File: config.mk
export PLATFORM = sky130hd
export DESIGN_NAME = cmprs_status_irq
export DESIGN_NICKNAME = d
export VERILOG_FILES = /design/src/rtl/cmprs_status_irq.sv
export SDC_FILE = /design/constraint.sdc
export NUM_CORES = 1
export LEC_CHECK = 0
export ABC_AREA = 1
export BUFFER_PORTS_ARGS = -buffer_cell sky130_fd_sc_hd__buf_2
export CAP_MARGIN = 20
export CORE_MARGIN = 2
export CORE_UTILIZATION = 35
export CTS_CLUSTER_SIZE = 28
export DETAILED_ROUTE_END_ITERATION = 16
export GPL_TIMING_DRIVEN = 0
export PLACE_DENSITY = 0.56
export SYNTH_ARGS = -nofsm -noshare
export SYNTH_HDL_FRONTEND = slang
export SYNTH_SLANG_ARGS = --single-unit
File: constraint.sdc
create_clock -name mclk -period 1.3 [get_ports mclk]
set_input_delay 0.065 -clock mclk [delete_from_list [all_inputs] [get_ports mclk]]
set_output_delay 0.065 -clock mclk [all_outputs]
set_load 0.02 [all_outputs]
File: src/rtl/cmprs_status_irq.sv
// Compressor status consumer: frame-done detection, frame counter, maskable interrupt,
// flush watchdog and a sequence-numbered status word sent over a valid/ack handshake.
module cmprs_status_irq #(
  parameter int FRAME_CNT_BITS = 4,
  parameter int SEQ_BITS       = 6,
  parameter int TIMEOUT_BITS   = 16,
  parameter int FLUSH_TIMEOUT  = 50000
) (
  input  logic                               mclk,
  input  logic                               mrst_n,
  input  logic [2:0]                         status,
  input  logic                               eof_written,
  input  logic                               cmd_we,
  input  logic [3:0]                         cmd_data,
  input  logic                               status_ack,
  output logic                               irq,
  output logic                               done_pulse,
  output logic [FRAME_CNT_BITS-1:0]          frame_cnt,
  output logic                               status_valid,
  output logic [SEQ_BITS+FRAME_CNT_BITS+5:0] status_word
);

  localparam int FW = FRAME_CNT_BITS + 6;
  localparam int SW = SEQ_BITS + FW;
  localparam logic [TIMEOUT_BITS-1:0] TO_LAST = TIMEOUT_BITS'(FLUSH_TIMEOUT - 1);
  localparam logic [TIMEOUT_BITS-1:0] TO_MAX  = TIMEOUT_BITS'(FLUSH_TIMEOUT);

  typedef enum logic [0:0] {IDLE = 1'b0, SEND = 1'b1} state_t;

  state_t                    state_r, state_next_s;
  logic                      done_pulse_r;
  logic [FRAME_CNT_BITS-1:0] frame_cnt_r;
  logic                      irq_pending_r, irq_en_r, irq_r;
  logic                      timeout_err_r;
  logic [TIMEOUT_BITS-1:0]   wd_cnt_r;
  logic [1:0]                mode_r;
  logic [FW-1:0]             prev_fields_r;
  logic                      change_pending_r;
  logic [SEQ_BITS-1:0]       seq_r;
  logic                      status_valid_r;
  logic [SW-1:0]             status_word_r;

  logic          irq_clr_s, irq_dis_s, irq_ena_s;
  logic          timeout_hit_s;
  logic          load_s, ack_s;
  logic [FW-1:0] fields_s;

  assign timeout_hit_s = status[2] & (wd_cnt_r == TO_LAST);
  assign fields_s      = {frame_cnt_r, timeout_err_r, irq_en_r, irq_pending_r, status};

  // Interrupt command decode
  always_comb begin
    irq_clr_s = 1'b0;
    irq_dis_s = 1'b0;
    irq_ena_s = 1'b0;
    if (cmd_we) begin
      case (cmd_data[1:0])
        2'd1:    irq_clr_s = 1'b1;
        2'd2:    irq_dis_s = 1'b1;
        2'd3:    irq_ena_s = 1'b1;
        default: irq_clr_s = 1'b0;
      endcase
    end else begin
      irq_clr_s = 1'b0;
    end
  end

  // Frame done, frame counter, interrupt and watchdog state
  always_ff @(posedge mclk or negedge mrst_n) begin
    if (!mrst_n) begin
      done_pulse_r  <= 1'b0;
      frame_cnt_r   <= '0;
      irq_pending_r <= 1'b0;
      irq_en_r      <= 1'b0;
      irq_r         <= 1'b0;
      timeout_err_r <= 1'b0;
      wd_cnt_r      <= '0;
    end else begin
      done_pulse_r <= eof_written & status[2];
      if (done_pulse_r) frame_cnt_r <= frame_cnt_r + FRAME_CNT_BITS'(1);
      // a new event outranks a clear arriving in the same cycle
      if (done_pulse_r || timeout_hit_s) irq_pending_r <= 1'b1;
      else if (irq_clr_s)                irq_pending_r <= 1'b0;
      if (irq_ena_s)      irq_en_r <= 1'b1;
      else if (irq_dis_s) irq_en_r <= 1'b0;
      irq_r <= irq_pending_r & irq_en_r;
      if (timeout_hit_s)  timeout_err_r <= 1'b1;
      else if (irq_clr_s) timeout_err_r <= 1'b0;
      if (!status[2])             wd_cnt_r <= '0;
      else if (wd_cnt_r != TO_MAX) wd_cnt_r <= wd_cnt_r + TIMEOUT_BITS'(1);
    end
  end

  // Sender next-state logic
  always_comb begin
    state_next_s = state_r;
    load_s       = 1'b0;
    ack_s        = 1'b0;
    case (state_r)
      IDLE: begin
        if (mode_r == 2'd1 || (mode_r[1] && change_pending_r)) begin
          load_s       = 1'b1;
          state_next_s = SEND;
        end else begin
          state_next_s = IDLE;
        end
      end
      SEND: begin
        if (status_ack) begin
          ack_s        = 1'b1;
          state_next_s = IDLE;
        end else begin
          state_next_s = SEND;
        end
      end
      default: state_next_s = IDLE;
    endcase
  end

  // Sender state, mode, change tracking and the outgoing word
  always_ff @(posedge mclk or negedge mrst_n) begin
    if (!mrst_n) begin
      state_r          <= IDLE;
      mode_r           <= 2'd0;
      prev_fields_r    <= '0;
      change_pending_r <= 1'b0;
      seq_r            <= '0;
      status_valid_r   <= 1'b0;
      status_word_r    <= '0;
    end else begin
      state_r       <= state_next_s;
      prev_fields_r <= fields_s;
      // a fresh command write overrides single-shot self-clear
      if (cmd_we)                        mode_r <= cmd_data[3:2];
      else if (load_s && mode_r == 2'd1) mode_r <= 2'd0;
      // the loaded word already carries this cycle's fields, so load clears
      if (load_s)                         change_pending_r <= 1'b0;
      else if (fields_s != prev_fields_r) change_pending_r <= 1'b1;
      if (load_s) begin
        status_word_r  <= {seq_r, fields_s};
        status_valid_r <= 1'b1;
      end else if (ack_s) begin
        status_valid_r <= 1'b0;
        seq_r          <= seq_r + SEQ_BITS'(1);
      end
    end
  end

  assign irq          = irq_r;
  assign done_pulse   = done_pulse_r;
  assign frame_cnt    = frame_cnt_r;
  assign status_valid = status_valid_r;
  assign status_word  = status_word_r;

endmodule

==> reports/results.ini <==
[floorplanning]
dieWidth_um = 92.5
chipHeight_um = 92.5
rows = 32
die-area_mm2 = 0.00856
io_pins = 35
start_util_pct = 35.9
core_area_mm2 = 0.00765

[run]
max-cap-violations = 0

[placed_design]
gp_congestion = 0.811
place_ws_ps = -37.0
port_buffers = 34
detailed_place_hpwl_um = 3950

[cts]
cts_tree = built
numCtsBuffers = 9
clk_latency_ps = 330
htree_levels = 3
clk_pin_slew_ps = 80
cts_sinks = 62
ctsLongestPathBuffers = 2
cts.root.buffer_cell = clkbuf_8

[drt]
routedWlPerCell_um = 12.0
firstDrtPassIters = 5
drc = 0
routed_via_density = 4.59
dr.first_iter.drc_count = 77
postRouteAntennaNets = 0
wirelength_um = 5930
vias = 2265

[synth]
async_reset_ff_share_pct = 100
yosysUniqueCellTypes = 22
ys_seq_area_share_pct = 56.6
ys_dominant_reg_cell = dfrtp_1
synth_seq_cells = 62
avgSynthCellArea_um2 = 8.52
syn-num-nets = 338
yosys_warnings = 0
synth.cell_area_mm2 = 0.00274
synth-edff-count = 0
synthCells = 322

[pwr]
cellPowerDensity_mw_per_mm2 = 1740
peakVddDrop_uv = 590
leakagePower_nw = 1.74

[finish]
nFillCells = 772
drive_gt1_share_pct = 21.7
area_growth_pct = 26.9
insertedDiodeCount = 0
nets = 402

[setup_path]
cp.arrival_ps = 1540
cp.required_ps = 1510
worstSetupPathType = reg2reg
critPathLaunchType = flip-flop
endpoint_kind = flip-flop
r2r_setup_slack_ps = -30
cp_max_fo = 5

[timing]
max_slew_margin_pct = 47.6
finalCriticalPeriod_ps = 1330
fin_ws_ps = -30.2
finalHoldViolCount = 0
fmax_mhz = 752
rsz0062_at_grt = yes
skew_ps = 11.4
tightest_slew_ps = 787
fin_crit_sh_pct = 102
slew_viol_final = 0
tns_ps = -30.2
setup_viol = 1

[global_route]
antenna_found_initial = 0
grt_pass1_wl_um = 9660
grt_remaining_overflow = 0
grt_pass1_vias = 2098
grt_max_degree = 63
globalRouteTotalUtil_pct = 14.5

[hold_path]
hold_class = in2reg

[outcome]
status = finished, violations left
violations = setup timing

## through the flow
step / cells / util [%] / total power [W] / hold WS (ps) / cell area, µm²
2_1_floorplan: 322 / - / 0.00387 / -231 / 2740
3_3_place_gp: 458 / 39.8 / 0.00447 / 210 / 3040
3_5_place_dp: 458 / 39.8 / 0.00452 / 199 / 3040
4_1_cts: 487 / 44.0 / 0.00610 / 112 / 3370
5_1_grt: 493 / 45.5 / 0.00646 / 178 / 3480
6_report: 493 / 45.5 / 0.00604 / 124 / 3480
## per-layer routing
metal	share of wire [%]	vias to the layer above	track usage (%)	wire length, µm
met5	0	-	0	0
met4	0.69	0	5.47	41
met3	3.9	7	3.58	231
met2	49	40	24.8	2900
met1	46	1077	17.6	2760
li1	-	1141	-	-
## synthesized netlist by cell type (2+ instances only)
| cell | n | area share, % |
|---|---|---|
| xnor2_1 | 3 | 0.96 |
| ha_1 | 4 | 1.8 |
| a21oi_1 | 10 | 1.8 |
| nand4_1 | 7 | 1.6 |
| nor2_2 | 2 | 0.46 |
| xor2_1 | 7 | 2.2 |
| nand2_2 | 2 | 0.46 |
| o21ai_0 | 25 | 4.6 |
| nand3_1 | 15 | 2.7 |
| nand2_1 | 84 | 11 |
| buf_2 | 5 | 0.91 |
| dfrtp_1 | 62 | 57 |
| inv_1 | 47 | 6.4 |
| nor3_1 | 7 | 1.3 |
| nor2_1 | 35 | 4.8 |
## path summary, 6_finish.rpt
path | from | to | cells past startpoint
setup / recovery | wd_cnt_r[1] | wd_cnt_r[8] | 6
setup reg to reg | wd_cnt_r[1] | wd_cnt_r[8] | 6
min in group asynchronous | mrst_n | status_word[6] | 2
max in group asynchronous | mrst_n | wd_cnt_r[4] | 2
hold / removal | cmd_data[1] | irq_pending_r | 5
hold reg to reg | timeout_err_r | prev_fields_r[5] | 0
## flip-flops by register name (all words and copies together), names as in the netlist, 2 cells and up
signal	cells
wd_cnt_r	16
mode_r	2
seq_r	6
frame_cnt	4
status_word	16
prev_fields_r	10
## worst max-delay path: stages (launching register included)
cell and delay (ps):
dfrtp_1 430, ha_2 230, nand2_4 70, nor2_4 160, buf_4 130, and3_1 140, nor3_1 40
## cell usage in the layout (no fill, tap or decap), types with 2 or more instances in the layout
| master | netlist | final |
|---|---|---|
| nand3_1 | 15 | 13 |
| nor3_1 | 7 | 6 |
| nor2_1 | 35 | 33 |
| a21oi_1 | 10 | 10 |
| buf_2 | 5 | 36 |
| dlygate4sd3_1 | 0 | 12 |
| o21ai_1 | 0 | 2 |
| dfrtp_2 | 0 | 4 |
| buf_4 | 0 | 9 |
| nor2_4 | 0 | 3 |
| clkinv_2 | 0 | 2 |
| clkinvlp_4 | 0 | 3 |
| nand2_1 | 84 | 80 |
| o21ai_0 | 25 | 23 |
| ha_1 | 4 | 2 |
| xnor2_1 | 3 | 3 |
| dfrtp_1 | 62 | 58 |
| clkbuf_8 | 0 | 9 |
| nand2_2 | 2 | 5 |
| xor2_1 | 7 | 7 |
| inv_1 | 47 | 46 |
| nand4_1 | 7 | 7 |
| nand3_2 | 1 | 2 |
## kinds of logic (layout without fill, tap and decap cells)
logic type               Yosys count  count (layout)  share of synthesized area [%]
adder cells (fa/ha/maj)            4               4                           1.82
AND/OR/NAND/NOR                  156             156                           24.0
flip-flops                        62              62                           56.6
XOR/XNOR                          10              10                           3.19
AO/OA/AOI/OAI                     37              37                           6.93
buffers and inverters             53             122                           7.48
## power by group
group | switching [W] | internal (W)
clock | 0.000813 | 0.000693
sequential | 0.000372 | 0.00243
combinational | 0.00111 | 0.000617
total | 0.00230 | 0.00374
## final cells by class
type / instances / area [µm²] / area share [%]
inverters: 48 / 183 / 5.25
clock inverters: 7 / 50.0 / 1.44
plain buffers: 5 / 27.5 / 0.791
repair buffers: 53 / 348 / 9.99
well taps: 102 / 128 / 3.67
clock buffers: 9 / 124 / 3.56
multi-input cells: 207 / 1060 / 30.6
flip-flops and latches: 62 / 1560 / 44.7
## timing repair
action	CTS	global route
resized for setup	6	22
pin swaps	0	6
setup endpoints to repair	5	18
endpoints found under the hold margin	70	0
hold buffers	12	0
setup buffers	1	6
No activity file was read; power rests on OpenSTA's default activity.
